$ cat config.mk
export PLATFORM = sky130hd
export DESIGN_NAME = nibble_arb_serializer_flat
export DESIGN_NICKNAME = d
export VERILOG_FILES = /design/src/rtl/nibble_arb_pkg.sv /design/src/rtl/nibble_arb_serializer_if.sv /design/src/rtl/nibble_arb_serializer_rr_pick.sv /design/src/rtl/nibble_arb_serializer.sv /design/src/flat_wrapper.sv
export SDC_FILE = /design/constraint.sdc
export NUM_CORES = 1
export LEC_CHECK = 0
export ABC_AREA = 0
export CORE_UTILIZATION = 55
export CTS_BUF_LIST = sky130_fd_sc_hd__clkbuf_8
export CTS_CLUSTER_DIAMETER = 50
export CTS_CLUSTER_SIZE = 40
export DETAILED_ROUTE_END_ITERATION = 10
export DONT_BUFFER_PORTS = 1
export MAX_ROUTING_LAYER = met4
export PLACE_DENSITY_LB_ADDON = 0.2
export SLEW_MARGIN = 20
export SYNTH_ARGS = -nofsm -noshare
export SYNTH_HDL_FRONTEND = slang
export SYNTH_SLANG_ARGS = --single-unit
$ cat constraint.sdc
create_clock -name clk -period 6.4 [get_ports clk]
set_input_delay 0.64 -clock clk [delete_from_list [all_inputs] [get_ports clk]]
set_output_delay 0.64 -clock clk [all_outputs]
set_load 0.02 [all_outputs]
$ cat src/rtl/nibble_arb_pkg.sv
// Shared types for the nibble arbiter/serializer: byte/nibble/id typedefs and FSM states.
// Pure declarations, no logic.
// Nibble selection helper keeps every nibble extraction a nibble_t cast.
package nibble_arb_pkg;

    typedef logic [3:0] nibble_t;
    typedef logic [7:0] byte_t;
    typedef logic [2:0] req_id_t;

    typedef enum logic [1:0] {
        ST_IDLE  = 2'd0,
        ST_BEAT0 = 2'd1,
        ST_BEAT1 = 2'd2
    } state_t;

    // Returns the high nibble when hi is set, else the low nibble (truncating casts).
    function automatic nibble_t nib_sel(input byte_t b, input logic hi);
        nibble_t n;
        if (hi) n = nibble_t'(b >> 4);
        else    n = nibble_t'(b);
        return n;
    endfunction

endpackage

$ cat src/rtl/nibble_arb_serializer_if.sv
// Requester-side and nibble-stream-side signals of the arbiter/serializer.
// master = the serializer itself, slave = the surrounding environment.
// No logic; widths follow NUM_REQ.
interface nibble_arb_serializer_if #(
    parameter int NUM_REQ = 4
);
    import nibble_arb_pkg::*;

    logic [NUM_REQ-1:0]   req_valid;
    logic [NUM_REQ*8-1:0] req_data;
    logic [NUM_REQ-1:0]   req_ready;
    logic                 out_valid;
    nibble_t              out_data;
    req_id_t              out_id;
    logic                 out_last;
    logic                 out_ready;
    logic                 busy;

    modport master (
        input  req_valid, req_data, out_ready,
        output req_ready, out_valid, out_data, out_id, out_last, busy
    );

    modport slave (
        output req_valid, req_data, out_ready,
        input  req_ready, out_valid, out_data, out_id, out_last, busy
    );

endinterface

$ cat src/rtl/nibble_arb_serializer_rr_pick.sv
// Round-robin pick: first valid index at or after ptr, wrapping at NUM_REQ.
// Latency: purely combinational.
// Backpressure: none; the caller decides when the grant is consumed.
module rr_pick
    import nibble_arb_pkg::*;
#(
    parameter int NUM_REQ = 4
) (
    input  logic [NUM_REQ-1:0] i_valid,
    input  req_id_t            i_ptr,
    output logic               o_grant_valid,
    output req_id_t            o_grant_id
);

    localparam logic [3:0] LP_NUM = 4'(NUM_REQ);

    logic [3:0] w_dist;
    logic [3:0] w_best;

    // Pick the valid requester with the smallest wrapped distance from the pointer.
    always_comb begin
        o_grant_valid = 1'b0;
        o_grant_id    = '0;
        w_dist        = '0;
        w_best        = '0;
        for (int i = 0; i < NUM_REQ; i++) begin
            if (4'(i) >= {1'b0, i_ptr}) w_dist = 4'(i) - {1'b0, i_ptr};
            else                         w_dist = 4'(i) + LP_NUM - {1'b0, i_ptr};
            if (i_valid[i] && (!o_grant_valid || (w_dist < w_best))) begin
                o_grant_valid = 1'b1;
                o_grant_id    = req_id_t'(i);
                w_best        = w_dist;
            end
        end
    end

endmodule

$ cat src/rtl/nibble_arb_serializer.sv
// Round-robin arbiter over NUM_REQ byte requesters, emitting each byte as two nibble beats.
// Latency: 1 cycle from grant to first beat; back-to-back bytes at 2 cycles per byte.
// Backpressure: out_ready=0 holds the current beat stable and blocks new grants.
// Optional: define NIBBLE_ARB_ASSERT_EN to compile in protocol assertions.
module nibble_arb_serializer
    import nibble_arb_pkg::*;
#(
    parameter int NUM_REQ    = 4,
    parameter int HIGH_FIRST = 0
) (
    input  logic                       clk,
    input  logic                       rst,
    nibble_arb_serializer_if.master    bus
);

    localparam logic [3:0] LP_NUM = 4'(NUM_REQ);
    localparam logic       LP_HI  = (HIGH_FIRST != 0);

    state_t  r_state;
    state_t  w_state_nxt;
    byte_t   r_byte;
    req_id_t r_id;
    req_id_t r_ptr;

    logic       w_grant_vld;
    req_id_t    w_grant_id;
    req_id_t    w_pick_ptr;
    req_id_t    w_ptr_inc;
    logic [3:0] w_id_p1;
    logic       w_take;
    logic       w_ptr_adv;
    byte_t      w_grant_byte;

    // Pointer after the byte in flight: (grant + 1) mod NUM_REQ.
    always_comb begin
        w_id_p1   = {1'b0, r_id} + 4'd1;
        w_ptr_inc = (w_id_p1 >= LP_NUM) ? '0 : w_id_p1[2:0];
        // A grant in BEAT1 already sees the advanced pointer.
        w_pick_ptr = (r_state == ST_BEAT1) ? w_ptr_inc : r_ptr;
    end

    rr_pick #(
        .NUM_REQ (NUM_REQ)
    ) u_rr_pick (
        .i_valid       (bus.req_valid),
        .i_ptr         (w_pick_ptr),
        .o_grant_valid (w_grant_vld),
        .o_grant_id    (w_grant_id)
    );

    // Select the granted requester's byte.
    always_comb begin
        w_grant_byte = '0;
        for (int i = 0; i < NUM_REQ; i++) begin
            if (w_grant_id == req_id_t'(i)) w_grant_byte = bus.req_data[8*i +: 8];
        end
    end

    // Next-state and grant decisions.
    always_comb begin
        w_state_nxt = r_state;
        w_take      = 1'b0;
        w_ptr_adv   = 1'b0;
        case (r_state)
            ST_IDLE: begin
                if (w_grant_vld) begin
                    w_take      = 1'b1;
                    w_state_nxt = ST_BEAT0;
                end
            end
            ST_BEAT0: begin
                if (bus.out_ready) w_state_nxt = ST_BEAT1;
            end
            ST_BEAT1: begin
                if (bus.out_ready) begin
                    w_ptr_adv = 1'b1;
                    if (w_grant_vld) begin
                        w_take      = 1'b1;
                        w_state_nxt = ST_BEAT0;
                    end else begin
                        w_state_nxt = ST_IDLE;
                    end
                end
            end
            default: w_state_nxt = ST_IDLE;
        endcase
    end

    // State, captured byte/id and round-robin pointer; reset drops any byte in flight.
    always_ff @(posedge clk or posedge rst) begin
        if (rst) begin
            r_state <= ST_IDLE;
            r_byte  <= '0;
            r_id    <= '0;
            r_ptr   <= '0;
        end else begin
            r_state <= w_state_nxt;
            if (w_take) begin
                r_byte <= w_grant_byte;
                r_id   <= w_grant_id;
            end
            if (w_ptr_adv) r_ptr <= w_ptr_inc;
        end
    end

    // Outputs; everything is forced to zero outside an active beat and during reset.
    always_comb begin
        bus.req_ready = '0;
        for (int i = 0; i < NUM_REQ; i++) begin
            bus.req_ready[i] = w_take && !rst && (w_grant_id == req_id_t'(i));
        end
        bus.busy      = (r_state != ST_IDLE);
        bus.out_valid = (r_state != ST_IDLE);
        bus.out_last  = (r_state == ST_BEAT1);
        bus.out_id    = (r_state != ST_IDLE) ? r_id : '0;
        case (r_state)
            ST_BEAT0: bus.out_data = nib_sel(r_byte, LP_HI);
            ST_BEAT1: bus.out_data = nib_sel(r_byte, !LP_HI);
            default:  bus.out_data = '0;
        endcase
    end

`ifdef NIBBLE_ARB_ASSERT_EN
    // Protocol invariants checked every cycle out of reset.
    always @(posedge clk) begin
        if (!rst) begin
            assert ($onehot0(bus.req_ready));
            assert (bus.out_valid == bus.busy);
            assert (!bus.out_last || (r_state == ST_BEAT1));
            assert ((bus.req_ready & ~bus.req_valid) == '0);
        end
    end
`endif

endmodule

$ cat src/flat_wrapper.sv
// flat-port wrapper written by rule: the top's interface ports become plain ports
module nibble_arb_serializer_flat import nibble_arb_pkg::*;
#(
    parameter int NUM_REQ    = 4,
    parameter int HIGH_FIRST = 0
)
  (clk, rst, bus_req_valid, bus_req_data, bus_out_ready, bus_req_ready, bus_out_valid, bus_out_data, bus_out_id, bus_out_last, bus_busy);
  nibble_arb_serializer_if #(.NUM_REQ(NUM_REQ)) bus_i ();
  input  logic clk;
  input  logic rst;
  input wire logic [$bits(bus_i.req_valid)-1:0] bus_req_valid;
  input wire logic [$bits(bus_i.req_data)-1:0] bus_req_data;
  input wire logic [$bits(bus_i.out_ready)-1:0] bus_out_ready;
  output wire logic [$bits(bus_i.req_ready)-1:0] bus_req_ready;
  output wire logic [$bits(bus_i.out_valid)-1:0] bus_out_valid;
  output wire logic [$bits(bus_i.out_data)-1:0] bus_out_data;
  output wire logic [$bits(bus_i.out_id)-1:0] bus_out_id;
  output wire logic [$bits(bus_i.out_last)-1:0] bus_out_last;
  output wire logic [$bits(bus_i.busy)-1:0] bus_busy;
  assign bus_i.req_valid = bus_req_valid;
  assign bus_i.req_data = bus_req_data;
  assign bus_i.out_ready = bus_out_ready;
  assign bus_req_ready = bus_i.req_ready;
  assign bus_out_valid = bus_i.out_valid;
  assign bus_out_data = bus_i.out_data;
  assign bus_out_id = bus_i.out_id;
  assign bus_out_last = bus_i.out_last;
  assign bus_busy = bus_i.busy;
  nibble_arb_serializer #(.NUM_REQ(NUM_REQ), .HIGH_FIRST(HIGH_FIRST)) u_core (.clk(clk), .rst(rst), .bus(bus_i));
endmodule
# Word level (Yosys, flattened, before mapping)
# Cells that the tools add are included.
op_classes:
  addsub: 9
  order_cmp: 8
  eq_ne: 8
  muxes: 32
  reduce_logical: 19
ops:
  columns: ["op", "n"]
  rows:
  - ["$mux W8", 4]
  - ["$mux W4", 7]
  - ["$sub A3 B3 Y4 const A", 4]
  - ["$mux W3", 5]
  - ["$lt A4 B4 Y1", 3]
  - ["$mux W1", 10]
  - ["$logic_and A1 B1 Y1", 8]
  - ["$pmux W4 S2", 1]
  - ["$sub A1 B3 Y4 const A", 2]
  - ["$sub A2 B3 Y4 const A", 2]
  - ["$eq A3 B2 Y1 const B", 2]
  - ["$ge A1 B3 Y1 const A", 2]
  - ["$ge A2 B3 Y1 const A", 2]
  - ["$mux W2", 3]
  - ["$ne A2 B2 Y1 const B", 3]
  - ["$pmux W2 S3", 1]
  - ["$add A3 B1 Y4 const B", 1]
  - ["$ge A4 B3 Y1 const B", 1]
  - ["$logic_not A1 Y1", 4]
  - ["$eq A3 B1 Y1 const B", 1]
  - ["$logic_not A3 Y1", 1]
  - ["$logic_or A1 B1 Y1", 3]
  - ["$reduce_and A3 Y1", 1]
  - ["$eq A2 B1 Y1 const B", 1]
  - ["other kinds (4)", 4]
word_totals:
  reg_bits: 16
  input_bits: 39
  out_inout_bits: 14
  wordCells: 80

# Longest topological paths before layout
# Gate-level depths: netlist of the first run.
logic_depth:
  ltp_word: 24
  depth_mapped: 28
  ltp_nobuf: 25

# Cells and area by module
# From an unflattened synthesis of the first run, not the netlist that was laid out.
unflattened:
  hier_cells: 177
  hier_area_um2: 1751.7
by_module_without_submodules:
  columns: ["mod", "n_inst", "cells_each", "area_per_inst_um2"]
  rows:
  - ["nibble_arb_serializer", 1, 97, 1101.1]
  - ["rr_pick", 1, 80, 650.6]

# Least setup slack after synthesis of the first run
# Ideal clock, no wire load.
synth_timing:
  path_kind: "reg2out"
  startpoint: "register u_core.r_state[0]"
  endpoint: "output bus_req_ready[0]"
  t_arrival_ns: 6.391
  t_required_ns: 5.760
  setup_slack_ns: -0.631
  path_stages_with_launch: 26
  path_buffers: 1
  path_cell_list: "dfrtp_1 > inv_1 > ha_1 > or3b_1 > and2_4 > ha_1 > nor3_1 > inv_1 > ha_1 > nand3_1 > or3_4 > o211ai_2 > buf_2 > nor2_1 > a31oi_1 > ha_1 > and4_1 > a211o_1 > mux2_2 > ha_1 > a31o_2 > a31oi_1 > a2111oi_4 > o21ai_2 > and2_4 > nor4_1"
synth_between:
  elab_chain_len: 22
  elab_cells_between_ends: 45
  classes_between: "add/sub: 8; order compare: 7; eq/ne: 1; mux: 17; reduce/logical: 12"
synth_rtl:
  columns: ["item", "line", "source"]
  rows:
  - ["start, declared", "nibble_arb_serializer.sv:19", "state_t r_state;"]
  - ["start signal, assigned", "nibble_arb_serializer.sv:97", "r_state <= w_state_nxt;"]
  - ["$eq A2 B2 Y1 *", null, null]
  - ["net bus_out_last", "flat_wrapper.sv:18", "output wire logic [$bits(bus_i.out_last)-1:0] bus_out_last;"]
  - ["$mux W3", "nibble_arb_serializer.sv:39", "w_pick_ptr = (r_state == ST_BEAT1) ? w_ptr_inc : r_ptr;"]
  - ["$sub A3 B3 Y4, or another cell as far along", "nibble_arb_serializer_rr_pick.sv:28", "else w_dist = 4'(i) + LP_NUM - {1'b0, i_ptr};"]
  - ["$mux W4", "nibble_arb_serializer_rr_pick.sv:27", "if (4'(i) >= {1'b0, i_ptr}) w_dist = 4'(i) - {1'b0, i_ptr};"]
  - ["$mux W4", "nibble_arb_serializer_rr_pick.sv:29", "if (i_valid[i] && (!o_grant_valid || (w_dist < w_best))) begin"]
  - ["$lt A4 B4 Y1", "nibble_arb_serializer_rr_pick.sv:29", null]
  - ["$logic_or A1 B1 Y1", "nibble_arb_serializer_rr_pick.sv:29", null]
  - ["[7 not listed]", null, null]
  - ["$logic_or A1 B1 Y1", "nibble_arb_serializer_rr_pick.sv:29", null]
  - ["$logic_and A1 B1 Y1", "nibble_arb_serializer_rr_pick.sv:29", null]
  - ["$mux W1", "nibble_arb_serializer_rr_pick.sv:29", null]
  - ["$mux W1", "nibble_arb_serializer.sv:66, nibble_arb_serializer.sv:77", null]
  - ["$mux W1", "nibble_arb_serializer.sv:75", "if (bus.out_ready) begin"]
  - ["$pmux W1 S2", "nibble_arb_serializer.sv:64", "case (r_state)"]
  - ["$logic_and A1 B1 Y1", "nibble_arb_serializer.sv:110", "bus.req_ready[i] = w_take && !rst && (w_grant_id == req_id_t'(i));"]
  - ["$logic_and A1 B1 Y1 *", "nibble_arb_serializer.sv:110", null]
  - ["end, declared", "flat_wrapper.sv:14", "output wire logic [$bits(bus_i.req_ready)-1:0] bus_req_ready;"]
# Mark *: on every way through the listed nets, which the timed path passes. The rest lies on a longest branch.

# Final worst setup path of the first run
layout_timing:
  startpoint: "register u_core.r_state[1]"
  endpoint: "output bus_req_ready[1]"
layout_between:
  elab_chain_len: 22
  elab_cells_between_ends: 45
  classes_between: "add/sub: 8; order compare: 7; eq/ne: 2; mux: 17; reduce/logical: 11"
layout_rtl:
  columns: ["item", "line"]
  rows:
  - ["$eq A2 B2 Y1", "nibble_arb_serializer.sv:39, nibble_arb_serializer.sv:64"]
  - ["$mux W3", "nibble_arb_serializer.sv:39"]
  - ["$sub A3 B3 Y4, or another cell as far along", "nibble_arb_serializer_rr_pick.sv:28"]
  - ["$mux W4", "nibble_arb_serializer_rr_pick.sv:27"]
  - ["$mux W4", "nibble_arb_serializer_rr_pick.sv:29"]
  - ["$lt A4 B4 Y1", "nibble_arb_serializer_rr_pick.sv:29"]
  - ["$logic_or A1 B1 Y1", "nibble_arb_serializer_rr_pick.sv:29"]
  - ["$logic_and A1 B1 Y1", "nibble_arb_serializer_rr_pick.sv:29"]
  - ["[6 not listed]", null]
  - ["$logic_or A1 B1 Y1", "nibble_arb_serializer_rr_pick.sv:29"]
  - ["$logic_and A1 B1 Y1", "nibble_arb_serializer_rr_pick.sv:29"]
  - ["$mux W1", "nibble_arb_serializer_rr_pick.sv:29"]
  - ["$mux W1", "nibble_arb_serializer.sv:66, nibble_arb_serializer.sv:77"]
  - ["$mux W1", "nibble_arb_serializer.sv:75"]
  - ["$pmux W1 S2", "nibble_arb_serializer.sv:64"]
  - ["$logic_and A1 B1 Y1", "nibble_arb_serializer.sv:110"]
  - ["$logic_and A1 B1 Y1 *", "nibble_arb_serializer.sv:110"]
# Mark *: on every way between the ends. The rest lies on a longest branch, timed or not.

==> summary.txt, run 1 <==
Worst setup path
  • Max stage delay on crit path: 0.43 ns
  • Worst EP arrival: 5.75 ns
  • FF-to-FF Start: u_core.r_state[1]
  • CP delay by family, top: compound AO/OA/AOI/OAI gates
  • Critical path launch point type: flop
  • Reg-to-Reg End: u_core.r_byte[3]
  • Crit path buf inv count: 4
  • Path depth of the worst reg2reg path: 26
  • Worst path slowest cell: dfrtp_1
  • Crit path capture type: output pin
  • R2R Setup Slk: 0.71 ns
  • WP data required: 5.76 ns
  • CP max FO: 5
  • Crit path top cell by count: ha_4
  • Critical path type: flop to output pin

Placement
  • Dpl cell area: 0.00179 mm^2
  • Port Buf Inserts: 0
  • DP Cell Count: 224
  • Place WS: 0.0928 ns
  • Global placement routability congestion: 0.910
  • Hpwl dp: 3210 um

Clock network
  • Clock slew at reported path FFs: 0.06 ns
  • CTS Buf Count: 3
  • H-tree levels: 1
  • Worst-skew pair later-pin latency: 0.25 ns
  • CTS tree: done
  • TritonCTS sink count: 15
  • Clock Tree Buf Depth: 2
  • Root buf cell: clkbuf_8

Timing
  • Final setup fails: 0
  • Tcrit/Tclk final: 99.9%
  • RSZ-0062 raised after global routing: true
  • Final worst path period need: 6.39 ns
  • Fmax: 156 MHz
  • Count of pins over their slew limit: 0
  • Final hold vios: 0
  • Slew @ Worst Pin: 0.630 ns
  • Hold slack: 0.334 ns
  • Max Clock Skew: 0.00148 ns
  • Setup slack after layout: 0.00866 ns
  • Max transition margin: 58.0%

Die
  • Core box area: 0.00278 mm^2
  • I/O pin count: 53
  • Die area: 0.00320 mm^2
  • Die height: 56.6 um
  • Starting Density: 58.8%
  • Die Wd: 56.6 um
  • Rows: 19

Finish
  • Design area: 0.00213 mm^2
  • Ant. Diodes: 0
  • Fin cells: 246
  • Share of cells above drive strength 1: 37.2%
  • Area growth syn-to-layout: 30.4%
  • Fill cell count: 196
  • Nets: 272

Synth
  • Post-synth EDFFs: 0
  • Gate Count Post-Synth: 190
  • Synth Area in Compound Gates: 30.7%
  • #FFs+latches synth: 15
  • Adder-cell share of the synthesized area: 13.0%
  • Top cells by area, synth: dfrtp_1 (23%), ha_1 (13%), o211ai_2 (6.9%)
  • Simple-gate share of the synthesized area: 19.9%
  • Yosys top cell by area: dfrtp_1
  • Top-count cell post-synth: nand2_1
  • Xor and xnor area share after synthesis: 0.535%
  • Mapped Area: 0.00164 mm^2
  • Most used DFF post-synth: dfrtp_1
  • Post-synthesis mux area share: 7.19%
  • Synth Warn #: 0
  • Synth cell types: 48
  • Post-synth top area share: 22.9%
  • Commonest cells in the netlist: nand2_1 (24), ha_1 (17), dfrtp_1 (15), o21ai_0 (14), a22oi_1 (12)
  • Largest family of logic cells by synthesized area: compound AO/OA/AOI/OAI gates
  • Ys async rst share: 100%
  • Synth Area per Inst: 8.61 um^2
  • Seq/Total Area, Yosys: 22.9%

GRT
  • Pin count of the biggest net entering global routing: 24
  • Global-route wire length before repair: 7000 um
  • Vias in the first global route: 1546
  • Gr usage total: 28.2%
  • Gr ovfl total: 0
  • Initial antenna violation count: 0

Drt
  • DRT Pass-1 Iters: 4
  • First DRT Iteration DRCs: 39
  • Post-route DRC violation count: 0
  • Vias/cell: 6.44
  • DRT antenna net count: 0
  • WL/cell: 19.5 um
  • WL final: 4790 um
  • Via count: 1584

Worst hold path
  • Worst hold path type: input port to async pin

Flow run
  • Max cap viols: 0

Outcome
  • Outcome: complete, no violations
-- sequential cells by signal (all words and copies together) (netlist names) --
register,flops
u_core.r_ptr,3
u_core.r_state,2
u_core.r_id,2
u_core.r_byte,8
-- final cells by class --
type | instances | area, um^2 | share of cell area [%]
clock buffers | 3 | 41.3 | 1.94
repair buffers | 27 | 206 | 9.68
clock inverters | 1 | 3.75 | 0.176
inverters | 13 | 51.3 | 2.40
flip-flops and latches | 15 | 375 | 17.6
well taps | 31 | 38.8 | 1.82
multi-input cells | 156 | 1420 | 66.4
-- worst max path at each step --
stage | cells after the start | start | end
after floorplan | 25 | u_core.r_state[0] | bus_req_ready[0]
after global placement | 25 | u_core.r_state[0] | bus_req_ready[0]
after detailed placement | 24 | u_core.r_state[0] | bus_req_ready[0]
after CTS | 25 | u_core.r_state[0] | bus_req_ready[0]
after global routing | 25 | u_core.r_state[1] | bus_req_ready[1]
final | 25 | u_core.r_state[1] | bus_req_ready[1]
-- routing by layer --
layer	routed length [um]	global-route usage, %
met1	2020	34.6
met2	2470	48.4
met3	217	5.30
met4	86	5.57
met5	0	-
-- logic make-up (layout without fill, tap and decap cells) --
logic type,after synthesis,after routing
simple gates,63,63
other cells,1,2
buf+inv,20,44
xor+xnor,1,1
compound gates,62,62
flops,15,15
fa+ha+maj,17,17
mux,11,11
-- stage by stage --
| stage | setup TNS, ns | utilization, % |
|---|---|---|
| after floorplan | 0 | - |
| after global placement | 0 | 64.2 |
| after detailed placement | 0 | 64.2 |
| after CTS | 0 | 67.8 |
| after global routing | -0.579 | 76.7 |
| final | 0 | 76.7 |
-- cell usage in the layout, fill, tap and decap left out, types with 3 or more instances in the layout --
cell | synthesis | final
nor2b_1 | 8 | 7
nor2_1 | 10 | 8
mux2i_1 | 8 | 8
a22oi_1 | 12 | 12
inv_2 | 2 | 3
nor4_4 | 0 | 3
clkbuf_8 | 0 | 3
inv_1 | 11 | 10
nand2_1 | 24 | 24
a21oi_1 | 6 | 4
o211ai_2 | 9 | 8
o21ai_0 | 14 | 14
ha_1 | 17 | 10
buf_4 | 2 | 26
ha_4 | 0 | 6
dfrtp_1 | 15 | 15
-- what timing repair did --
item / in CTS / in global routing
pin swaps: 4 / 16
gates cloned: 0 / 0
gates resized for setup: 5 / 24
hold buffers: 0 / 0
setup buffers: 5 / 13
endpoints found under the setup margin: 4 / 4
Power of run 1 is left out: the tool's default activity adds up to more than one toggle a clock period on the data nets, which glitch-free logic cannot reach.
==> run 2, diff against run 1 <==
Settings changed: PLACE_DENSITY set to 0.73, PLACE_DENSITY_LB_ADDON 0.2 to unset.
==> summary.txt, run 2 (synthesis gave the netlist of run 1 again) <==
Outcome
  • Outcome: complete, but fails checks
  • Failing checks: negative setup slack

Drt
  • Post-route DRC violation count: 0 (unchanged)
  • WL final: 4270 um (-11%)
  • Vias/cell: 6.57 (+2.0%)
  • First DRT Iteration DRCs: 76 (+95%)
  • Via count: 1577 (-0.44%)
  • DRT Pass-1 Iters: 4 (unchanged)
  • WL/cell: 17.8 um (-8.8%)
  • DRT antenna net count: 0 (unchanged)

Worst setup path
  • Reg-to-Reg End: u_core.r_byte[3]
  • Crit path capture type: output pin
  • FF-to-FF Start: u_core.r_state[0]
  • Critical path launch point type: flop
  • Path depth of the worst reg2reg path: 25 (-3.8%)
  • WP data required: 5.76 ns (about the same)
  • CP max FO: 4 (-1)
  • Critical path type: flop to output pin
  • Worst EP arrival: 5.79 ns (+0.04 ns)
  • R2R Setup Slk: 0.82 ns (+0.11 ns)

Finish
  • Nets: 266 (-2.2%)
  • Fill cell count: 197 (+0.51%)
  • Most flops, register: u_core.r_byte
  • Fin cells: 240 (-2.4%)
  • Max reg flops: 8 (unchanged)
  • Most common cell after layout, fill and taps aside: nand2_1
  • Ant. Diodes: 0 (unchanged)
  • Top Registers: u_core.r_byte x8, u_core.r_ptr x3
  • Area growth syn-to-layout: 26.1%
  • Share of cells above drive strength 1: 34.0% (-3.2 points)
  • Commonest cells after routing, fill and taps aside: nand2_1 (23), buf_4 (21), dfrtp_1 (15)

Clock network
  • Hold buffers post-CTS: 0 (unchanged)
  • CTS Buf Count: 3 (unchanged)
  • H-tree levels: 1 (unchanged)
  • Root buf cell: clkbuf_8
  • Clock slew at reported path FFs: 0.06 ns (about the same)
  • Worst-skew pair later-pin latency: 0.25 ns (about the same)
  • CTS tree: done
  • TritonCTS sink count: 15 (unchanged)
  • Clock Tree Buf Depth: 2 (unchanged)

Timing
  • Count of pins over their slew limit: 0 (unchanged)
  • Tcrit/Tclk final: 100% (+0.54 points)
  • Final worst path period need: 6.43 ns (+0.0347 ns)
  • Setup TNS: -0.0261 ns (-0.0261 ns)
  • Hold slack: 0.326 ns (-0.00738 ns)
  • Slew @ Worst Pin: 0.716 ns (+0.0852 ns)
  • Max transition margin: 51.9% (-6.1 points)
  • Max Clock Skew: 0.00276 ns (+0.00128 ns)
  • Fmax: 156 MHz (-0.54%)
  • Setup slack after layout: -0.0261 ns (-0.0347 ns)
  • Final setup fails: 1 (+1)
  • RSZ-0062 raised after global routing: true
  • Final hold vios: 0 (unchanged)

GRT
  • Pin count of the biggest net entering global routing: 24 (unchanged)
  • Global-route wire length before repair: 6630 um (-5.3%)
  • Initial antenna violation count: 0 (unchanged)
  • Gr ovfl total: 0 (unchanged)
  • Gr usage total: 26.6% (-1.6 points)
  • Vias in the first global route: 1505 (-2.7%)

Placement
  • Place WS: 0.119 ns (+0.0258 ns)
  • Port Buf Inserts: 0 (unchanged)
  • DP Cell Count: 224 (unchanged)
  • Hpwl dp: 3230 um (+0.60%)
  • Global placement routability congestion: 0.886 (-2.7%)

Die
  • Starting Density: 58.8% (unchanged)
  • Rows: 19 (unchanged)
  • Die height: 56.6 um (unchanged)
  • I/O pin count: 53 (unchanged)
  • Die area: 0.00320 mm^2 (unchanged)
  • Core box area: 0.00278 mm^2 (unchanged)
  • Die Wd: 56.6 um (unchanged)

Flow run
  • Max cap viols: 0 (unchanged)

Worst hold path
  • Worst hold path type: input port to async pin
==> run 2: area by class of cell <==
class                      count  area [um^2]  area share [%]
tap                           31         38.8            1.88
inverter                      13         53.8            2.61
clock inverter                 1         3.75           0.182
clock buffer                   3         41.3            2.00
multi-input combinational    156         1390            67.5
sequential                    15          375            18.2
timing repair buffer          21          158            7.64
==> run 2: metrics by stage <==
stage,utilization [%],cell area [um^2]
3_5_place_dp,64.2,1790
3_3_place_gp,64.2,1790
6_report,74.2,2060
4_1_cts,67.3,1870
5_1_grt,74.2,2060
2_1_floorplan,-,1730
==> run 2: metal layers <==
| metal | track usage (%) | vias up | routed length (um) |
|---|---|---|---|
| li1 | - | 736 | - |
| met1 | 31.0 | 768 | 1720 |
| met2 | 47.2 | 67 | 2180 |
| met3 | 7.14 | 6 | 302 |
| met4 | 2.79 | 0 | 58 |
| met5 | - | - | 0 |
==> run 2: how the worst max path moves through the flow <==
stage	startpoint	to	slack [ns]	cells after the start
after global placement	u_core.r_state[0]	bus_req_ready[0]	0.21	24
after CTS	u_core.r_state[0]	bus_req_ready[0]	0.03	26
after floorplan	u_core.r_state[0]	bus_req_ready[0]	0.01	25
after detailed placement	u_core.r_state[0]	bus_req_ready[0]	0.12	25
after global routing	u_core.r_state[0]	bus_req_ready[1]	-0.23	25
final	u_core.r_state[0]	bus_req_ready[1]	-0.03	25
==> run 2: worst max-delay path, cell delays in order, from the launching register on <==
cell and delay (ns):
dfrtp_1 0.39, inv_2 0.09, ha_4 0.15, or3b_4 0.38, and2_4 0.18, ha_4 0.18, nor3_4 0.18, inv_2 0.06
ha_4 0.26, nand3_2 0.06, or3_4 0.42, o2111a_4 0.20, a21oi_1 0.16, ha_1 0.29, a21oi_2 0.15, o211ai_1 0.11
a211o_1 0.33, mux2_4 0.33, ha_4 0.27, a31o_4 0.16, a31oi_4 0.04, a2111oi_4 0.36, o21ai_2 0.13, and2_4 0.20
nor4_4 0.26, buf_4 0.18
==> run 2: repair_timing <==
item / CTS / global route
setup buffers: 4 / 8
endpoints found under the setup margin: 3 / 4
pin swaps: 2 / 21
resized for setup: 3 / 24
Power of run 2 is left out for the same reason.
